`src/rtl/i2s_rx.sv`:
```
`default_nettype none
// ============================================================================
//  Module      : i2s_rx
//  Description : Slave-mode Philips I2S receiver. Synchronises externally
//                driven bit clock, word select and data into clk_i2s,
//                deserialises MSB-first slots (one-bit delay after the word
//                select edge, lrclk low = left) and presents one stereo pair
//                per frame with a single-cycle valid strobe. Slots shorter
//                than DATA_WIDTH bits raise a single-cycle error strobe.
//  Revision    : 1.0 - initial release
// ============================================================================
module i2s_rx #(
    parameter int DATA_WIDTH  = 16,
    parameter int SYNC_STAGES = 2
) (
    input  logic                  clk_i2s,
    input  logic                  reset_n,
    input  logic                  rx_sclk,
    input  logic                  rx_lrclk,
    input  logic                  rx_sd,
    output logic [DATA_WIDTH-1:0] rx_data_l,
    output logic [DATA_WIDTH-1:0] rx_data_r,
    output logic                  rx_valid,
    output logic                  rx_err
);

    // Fewer than two synchroniser flops would not give metastability margin.
    localparam int c_stages = (SYNC_STAGES < 2) ? 2 : SYNC_STAGES;

    // Bit counter must hold DATA_WIDTH+1 (the saturation value).
    localparam int                 c_cnt_w   = $clog2(DATA_WIDTH + 2);
    localparam logic [c_cnt_w-1:0] c_dw      = c_cnt_w'(DATA_WIDTH);
    localparam logic [c_cnt_w-1:0] c_cnt_max = c_cnt_w'(DATA_WIDTH + 1);
    localparam logic [c_cnt_w-1:0] c_cnt_one = c_cnt_w'(1);

    typedef enum logic [1:0] {
        SEARCH = 2'd0,
        LEFT   = 2'd1,
        RIGHT  = 2'd2
    } state_t;

    // ------------------------------------------------------------------
    // Synchroniser chains
    // ------------------------------------------------------------------
    logic [c_stages-1:0] r_sclk_sync;
    logic [c_stages-1:0] r_lrclk_sync;
    logic [c_stages-1:0] r_sd_sync;

    logic w_sclk_s;
    logic w_lrclk_s;
    logic w_sd_s;

    // Shift each asynchronous input through its own flop chain.
    always_ff @(posedge clk_i2s or negedge reset_n) begin
        if (!reset_n) begin
            r_sclk_sync  <= '0;
            r_lrclk_sync <= '0;
            r_sd_sync    <= '0;
        end else begin
            r_sclk_sync  <= {r_sclk_sync[c_stages-2:0],  rx_sclk};
            r_lrclk_sync <= {r_lrclk_sync[c_stages-2:0], rx_lrclk};
            r_sd_sync    <= {r_sd_sync[c_stages-2:0],    rx_sd};
        end
    end

    assign w_sclk_s  = r_sclk_sync[c_stages-1];
    assign w_lrclk_s = r_lrclk_sync[c_stages-1];
    assign w_sd_s    = r_sd_sync[c_stages-1];

    // ------------------------------------------------------------------
    // Rising-edge detection; data and word select are sampled alongside
    // so all three stay aligned with the registered edge strobe.
    // ------------------------------------------------------------------
    logic r_sclk_prev;
    logic r_rise;
    logic r_sd_q;
    logic r_ws_q;

    // Register the bit-clock rising edge together with the bit and word select.
    always_ff @(posedge clk_i2s or negedge reset_n) begin
        if (!reset_n) begin
            r_sclk_prev <= 1'b0;
            r_rise      <= 1'b0;
            r_sd_q      <= 1'b0;
            r_ws_q      <= 1'b0;
        end else begin
            r_sclk_prev <= w_sclk_s;
            r_rise      <= w_sclk_s & ~r_sclk_prev;
            r_sd_q      <= w_sd_s;
            r_ws_q      <= w_lrclk_s;
        end
    end

    // ------------------------------------------------------------------
    // Capture stage: word-select history, bit counter and shift register
    // ------------------------------------------------------------------
    logic                  r_ws_d;      // word select seen at the previous edge
    logic                  r_ws_dd;     // word select seen two edges ago
    logic [c_cnt_w-1:0]    r_bit_cnt;
    logic [DATA_WIDTH-1:0] r_shift;

    // One-cycle event summary handed to the frame state machine.
    logic                  r_ev;
    logic                  r_ev_start;
    logic                  r_ev_chan;
    logic                  r_ev_short;

    logic                  w_slot_start;
    logic [c_cnt_w-1:0]    w_cnt_next;

    // Slot start and next bit position for the current edge.
    always_comb begin
        w_slot_start = (r_ws_d != r_ws_dd);
        if (w_slot_start) begin
            w_cnt_next = c_cnt_one;
        end else if (r_bit_cnt == c_cnt_max) begin
            w_cnt_next = r_bit_cnt;
        end else begin
            w_cnt_next = r_bit_cnt + c_cnt_one;
        end
    end

    // On each bit-clock edge, update the word-select history and shift in the bit.
    always_ff @(posedge clk_i2s or negedge reset_n) begin
        if (!reset_n) begin
            r_ws_d     <= 1'b0;
            r_ws_dd    <= 1'b0;
            r_bit_cnt  <= '0;
            r_shift    <= '0;
            r_ev       <= 1'b0;
            r_ev_start <= 1'b0;
            r_ev_chan  <= 1'b0;
            r_ev_short <= 1'b0;
        end else begin
            r_ev <= r_rise;
            if (r_rise) begin
                r_ws_d     <= r_ws_q;
                r_ws_dd    <= r_ws_d;
                r_bit_cnt  <= w_cnt_next;
                // Bits past DATA_WIDTH in long slots are dropped.
                if (w_cnt_next <= c_dw) begin
                    r_shift <= {r_shift[DATA_WIDTH-2:0], r_sd_q};
                end
                r_ev_start <= w_slot_start;
                r_ev_chan  <= r_ws_d;
                // The slot that just ended was short if it never reached DATA_WIDTH.
                r_ev_short <= (r_bit_cnt < c_dw);
            end
        end
    end

    // ------------------------------------------------------------------
    // Frame state machine and output registers
    // ------------------------------------------------------------------
    state_t                r_state;
    state_t                w_state_next;
    logic                  r_left_ok;
    logic                  w_left_ok_next;
    logic [DATA_WIDTH-1:0] r_left_hold;
    logic [DATA_WIDTH-1:0] w_left_hold_next;
    logic [DATA_WIDTH-1:0] w_data_l_next;
    logic [DATA_WIDTH-1:0] w_data_r_next;
    logic                  w_valid_next;
    logic                  w_err_next;

    // State, held left sample and all outputs.
    always_ff @(posedge clk_i2s or negedge reset_n) begin
        if (!reset_n) begin
            r_state     <= SEARCH;
            r_left_ok   <= 1'b0;
            r_left_hold <= '0;
            rx_data_l   <= '0;
            rx_data_r   <= '0;
            rx_valid    <= 1'b0;
            rx_err      <= 1'b0;
        end else begin
            r_state     <= w_state_next;
            r_left_ok   <= w_left_ok_next;
            r_left_hold <= w_left_hold_next;
            rx_data_l   <= w_data_l_next;
            rx_data_r   <= w_data_r_next;
            rx_valid    <= w_valid_next;
            rx_err      <= w_err_next;
        end
    end

    // Slot-start handling first, then completion of the (possibly new) slot.
    always_comb begin
        w_state_next     = r_state;
        w_left_ok_next   = r_left_ok;
        w_left_hold_next = r_left_hold;
        w_data_l_next    = rx_data_l;
        w_data_r_next    = rx_data_r;
        w_valid_next     = 1'b0;
        w_err_next       = 1'b0;

        if (r_ev) begin
            if (r_ev_start) begin
                case (r_state)
                    SEARCH: begin
                        // Only a fresh left slot can begin a frame.
                        if (!r_ev_chan) begin
                            w_state_next = LEFT;
                        end
                    end
                    default: begin
                        if (r_ev_short) begin
                            w_err_next     = 1'b1;
                            w_left_ok_next = 1'b0;
                            w_state_next   = r_ev_chan ? SEARCH : LEFT;
                        end else begin
                            w_state_next   = r_ev_chan ? RIGHT : LEFT;
                        end
                    end
                endcase
            end

            if (r_bit_cnt == c_dw) begin
                if (w_state_next == LEFT) begin
                    w_left_hold_next = r_shift;
                    w_left_ok_next   = 1'b1;
                end else if ((w_state_next == RIGHT) && w_left_ok_next) begin
                    w_data_l_next  = r_left_hold;
                    w_data_r_next  = r_shift;
                    w_valid_next   = 1'b1;
                    w_left_ok_next = 1'b0;
                end
            end
        end
    end

endmodule
`default_nettype wire
```
`config.mk`:
```
export PLATFORM = sky130hd
export DESIGN_NAME = i2s_rx
export DESIGN_NICKNAME = d
export VERILOG_FILES = /design/src/rtl/i2s_rx.sv
export SDC_FILE = /design/constraint.sdc
export NUM_CORES = 1
export LEC_CHECK = 0
export ABC_AREA = 1
export CAP_MARGIN = 30
export CORE_MARGIN = 5
export CORE_UTILIZATION = 32
export DETAILED_ROUTE_END_ITERATION = 8
export DONT_BUFFER_PORTS = 1
export GPL_TIMING_DRIVEN = 0
export PLACE_DENSITY = 0.44
export SYNTH_ARGS = -nofsm -noshare
export SYNTH_HDL_FRONTEND = slang
export SYNTH_SLANG_ARGS = --single-unit
```
`constraint.sdc`:
```
create_clock -name clk_i2s -period 2.4 [get_ports clk_i2s]
set_input_delay 0.6 -clock clk_i2s [delete_from_list [all_inputs] [get_ports clk_i2s]]
set_output_delay 0.6 -clock clk_i2s [all_outputs]
set_load 0.02 [all_outputs]
```
==> flow_summary_export.csv <==
group,metric,value,unit
placement,port_buffers,0,
status,violations,"hold timing",
detailed_routing,ant_nets,0,
global_route,grt_use_total,11.8,%
cts,numCtsBuffers,9,
logic_synthesis,synthFlopType,"dfrtp_1",
worst_setup_path,cp.arrival,2.13,ns
worst_setup_path,ff2ff_path_depth,13,
timing,max_freq,530,MHz
min_path,hold_path.class,"input port to asynchronous set/reset pin",
cells_and_area,final_area,3880,um^2
die,core.rowCount,38,
global_route,grt_pass1_vias,2268,
cts,cts_tree,"done",
timing,period_share,78.6,%
worst_setup_path,crit_path_max_fanout,10,
timing,finalCriticalPeriod,1.89,ns
timing,drv_slew,0,
placement,preCtsSetupSlack,0.524,ns
timing,worst_clock_skew,0.00811,ns
cts,clk_pin_slew,0.09,ns
die,ios,39,
die,dieHeight,115,um
cells_and_area,stdcell_count,524,
timing,fin_tns_setup,0,ns
worst_setup_path,worstPathRequired,2.64,ns
cts,clk_latency,0.35,ns
worst_setup_path,ff2ff_setup_slack,0.51,ns
timing,slew_headroom,69.5,%
timing,worst_pin_slew,0.458,ns
cts,cts_setup_buffers,0,
power,peakVddDrop,0.000384,V
detailed_routing,wire_per_inst,13.7,um
detailed_routing,routed_via_density,4.39,
timing,layout_setup_ws,0.515,ns
worst_setup_path,worstPathBufferInverterCount,3,
global_route,grt_max_degree,90,
power,cellPowerDensity,894,nW/um^2
placement,gp_congestion,0.788,
worst_setup_path,critPathKind,"flip-flop to flip-flop",
global_route,grt_pass1_wl,12000,um
worst_setup_path,cp-start-kind,"flip-flop",
worst_setup_path,cp-end-kind,"flip-flop",
logic_synthesis,ys_ff_latch,89,
worst_setup_path,slowest_stage,"dfrtp_1",
cells_and_area,antenna_cells,0,
logic_synthesis,synth_nets,376,
die,fp.dieArea,13100,um^2
worst_setup_path,crit_top_cell,"nand2_1",
logic_synthesis,synthesis.yosys.warnings,0,
run,cap_violations,0,
global_route,antenna_found_initial,0,
cts,clock_path_buffers,2,
logic_synthesis,synth_edf_count,0,
status,outcome,"complete, but fails checks",
logic_synthesis,syn_avg_cell_area,9.50,um^2
detailed_routing,drt-total-wl,7160,um
detailed_routing,vias,2298,
logic_synthesis,synthArstFlopShare,100,%
detailed_routing,dr.pass1.iters,4,
timing,rsz0062_at_grt,"false",
die,start_util,32.4,%
logic_synthesis,ys_types,25,
detailed_routing,route.detailed.drc,0,
worst_setup_path,cp_slowest_stage_delay,0.39,ns
cts,cts.sinks,89,
detailed_routing,drt_iter0_drc,118,
die,die_w,115,um
placement,dp_hpwl,4750,um
logic_synthesis,netlist_instances,368,
placement,dpl.cell_count,508,
cts,cts_resized,0,
timing,whs,-0.0626,ns
cells_and_area,drive_above_1_share,9.90,%
timing,hold_viol,89,
cells_and_area,synthToLayoutAreaGrowth,11.1,%
cells_and_area,final_nets,387,
logic_synthesis,seq_area_frac_synth,63.7,%
global_route,grt_overflow,0,
timing,setup-violations-final,0,
worst_setup_path,cp_cell_sequence,"inv_1 > ha_1 > nand2_1 > clkinv_1 > nand2_1 > nand2_1 > nor2_1 > nor2_1 > nand2_4 > nand2_2 > buf_6 > nand2_1 > nand2_1",
cts,htreeDepth,3,
placement,dpl_cell_area,3670,um^2
worst_setup_path,r2r_end,"r_shift[13]",
die,core_area,10800,um^2
cts,root_buffer,"clkbuf_8",
worst_setup_path,path_delay_family,"simple AND/OR/NAND/NOR gates",
logic_synthesis,syn-cell-area,3500,um^2
worst_setup_path,reg2reg_from,"r_bit_cnt[1]",
power,leakage,0.00193,uW
[registers in the layout (all words and copies together) (netlist names), 5 cells and up]
signal and cells:
r_left_hold 16, r_shift 16, rx_data_l 16, rx_data_r 16, r_bit_cnt 5
[cell type report]
type                    instances  area, um^2
fillers                      1102        6910
flip-flops and latches         89        2230
multi-input cells             234        1070
well taps                     140         175
clock buffers                  11         131
inverters                      32         120
plain buffers                  13        82.6
clock inverters                 5        80.1
[power breakdown]
part	switching, uW	internal, uW	total, uW	leakage [uW]
sequential	216	1710	1930	0.00119
combinational	264	170	434	0.000635
clock	521	586	1110	0.0000995
total	1000	2470	3470	0.00193
[cells in the mapped netlist (2+ instances only)]
cell	number	share of area, %
nand2_1	143	15
dfrtp_1	89	64
inv_1	30	3.2
o21ai_1	25	3.6
nand3_1	24	3.4
o21ai_0	13	1.9
nor2_1	7	0.75
buf_2	6	0.86
o21ai_2	5	1.3
buf_6	3	0.97
clkbuf_1	3	0.32
ha_1	3	1.1
o21a_1	3	0.64
a21oi_1	2	0.29
nor2_2	2	0.36
[layout by cell type (no fill, tap or decap)]
cell	Yosys	layout
nand2_1	143	143
dfrtp_1	89	89
inv_1	30	30
o21ai_1	25	25
nand3_1	24	24
o21ai_0	13	13
clkbuf_8	0	9
nor2_1	7	7
buf_2	6	6
o21ai_2	5	5
clkbuf_1	3	5
o21a_1	3	3
buf_6	3	3
ha_1	3	3
nor2_2	2	2
a21oi_1	2	2
clkinvlp_4	0	2
bufinv_16	0	2
nor2_4	1	1
nand3_2	1	1
nand4_2	1	1
inv_2	1	1
buf_4	1	1
clkinv_1	1	1
nand4_1	1	1
nand2_4	1	1
nand2_2	1	1
nor3_2	1	1
clkinv_2	0	1
[cells by family after synthesis]
group                      synth area share [%]
adders and majority gates                  1.07
buffers and inverters                      5.80
and+or+nand+nor                            21.8
DFF                                        63.7
AOI/OAI and AO/OA                          7.62
[routing by layer]
metal  GRT usage [%]  vias to the layer above  part of all wire (%)
li1                -                     1176                     -
met1            17.2                     1060                    52
met2            15.6                       55                    40
met3            5.23                        7                   7.0
met4            3.33                        0                   1.0
met5               0                        -                     0
[stage by stage]
step,utilization (%),total power [uW]
floorplan,-,2250
global placement,34.0,2380
detailed placement,34.0,2400
CTS,36.0,3530
global route,36.0,3700
finish,36.0,3470
[how the worst max path moves through the flow]
stage	start	end	slack [ns]	cells past startpoint
floorplan	r_bit_cnt[1]	r_shift[12]	0.75	13
global placement	r_bit_cnt[0]	rx_data_r[4]	0.56	9
detailed placement	r_bit_cnt[1]	r_shift[15]	0.52	13
CTS	r_bit_cnt[1]	r_shift[13]	0.50	13
global route	r_bit_cnt[1]	r_shift[14]	0.29	13
finish	r_bit_cnt[1]	r_shift[13]	0.51	13
No activity file was read; power rests on OpenSTA's default activity.
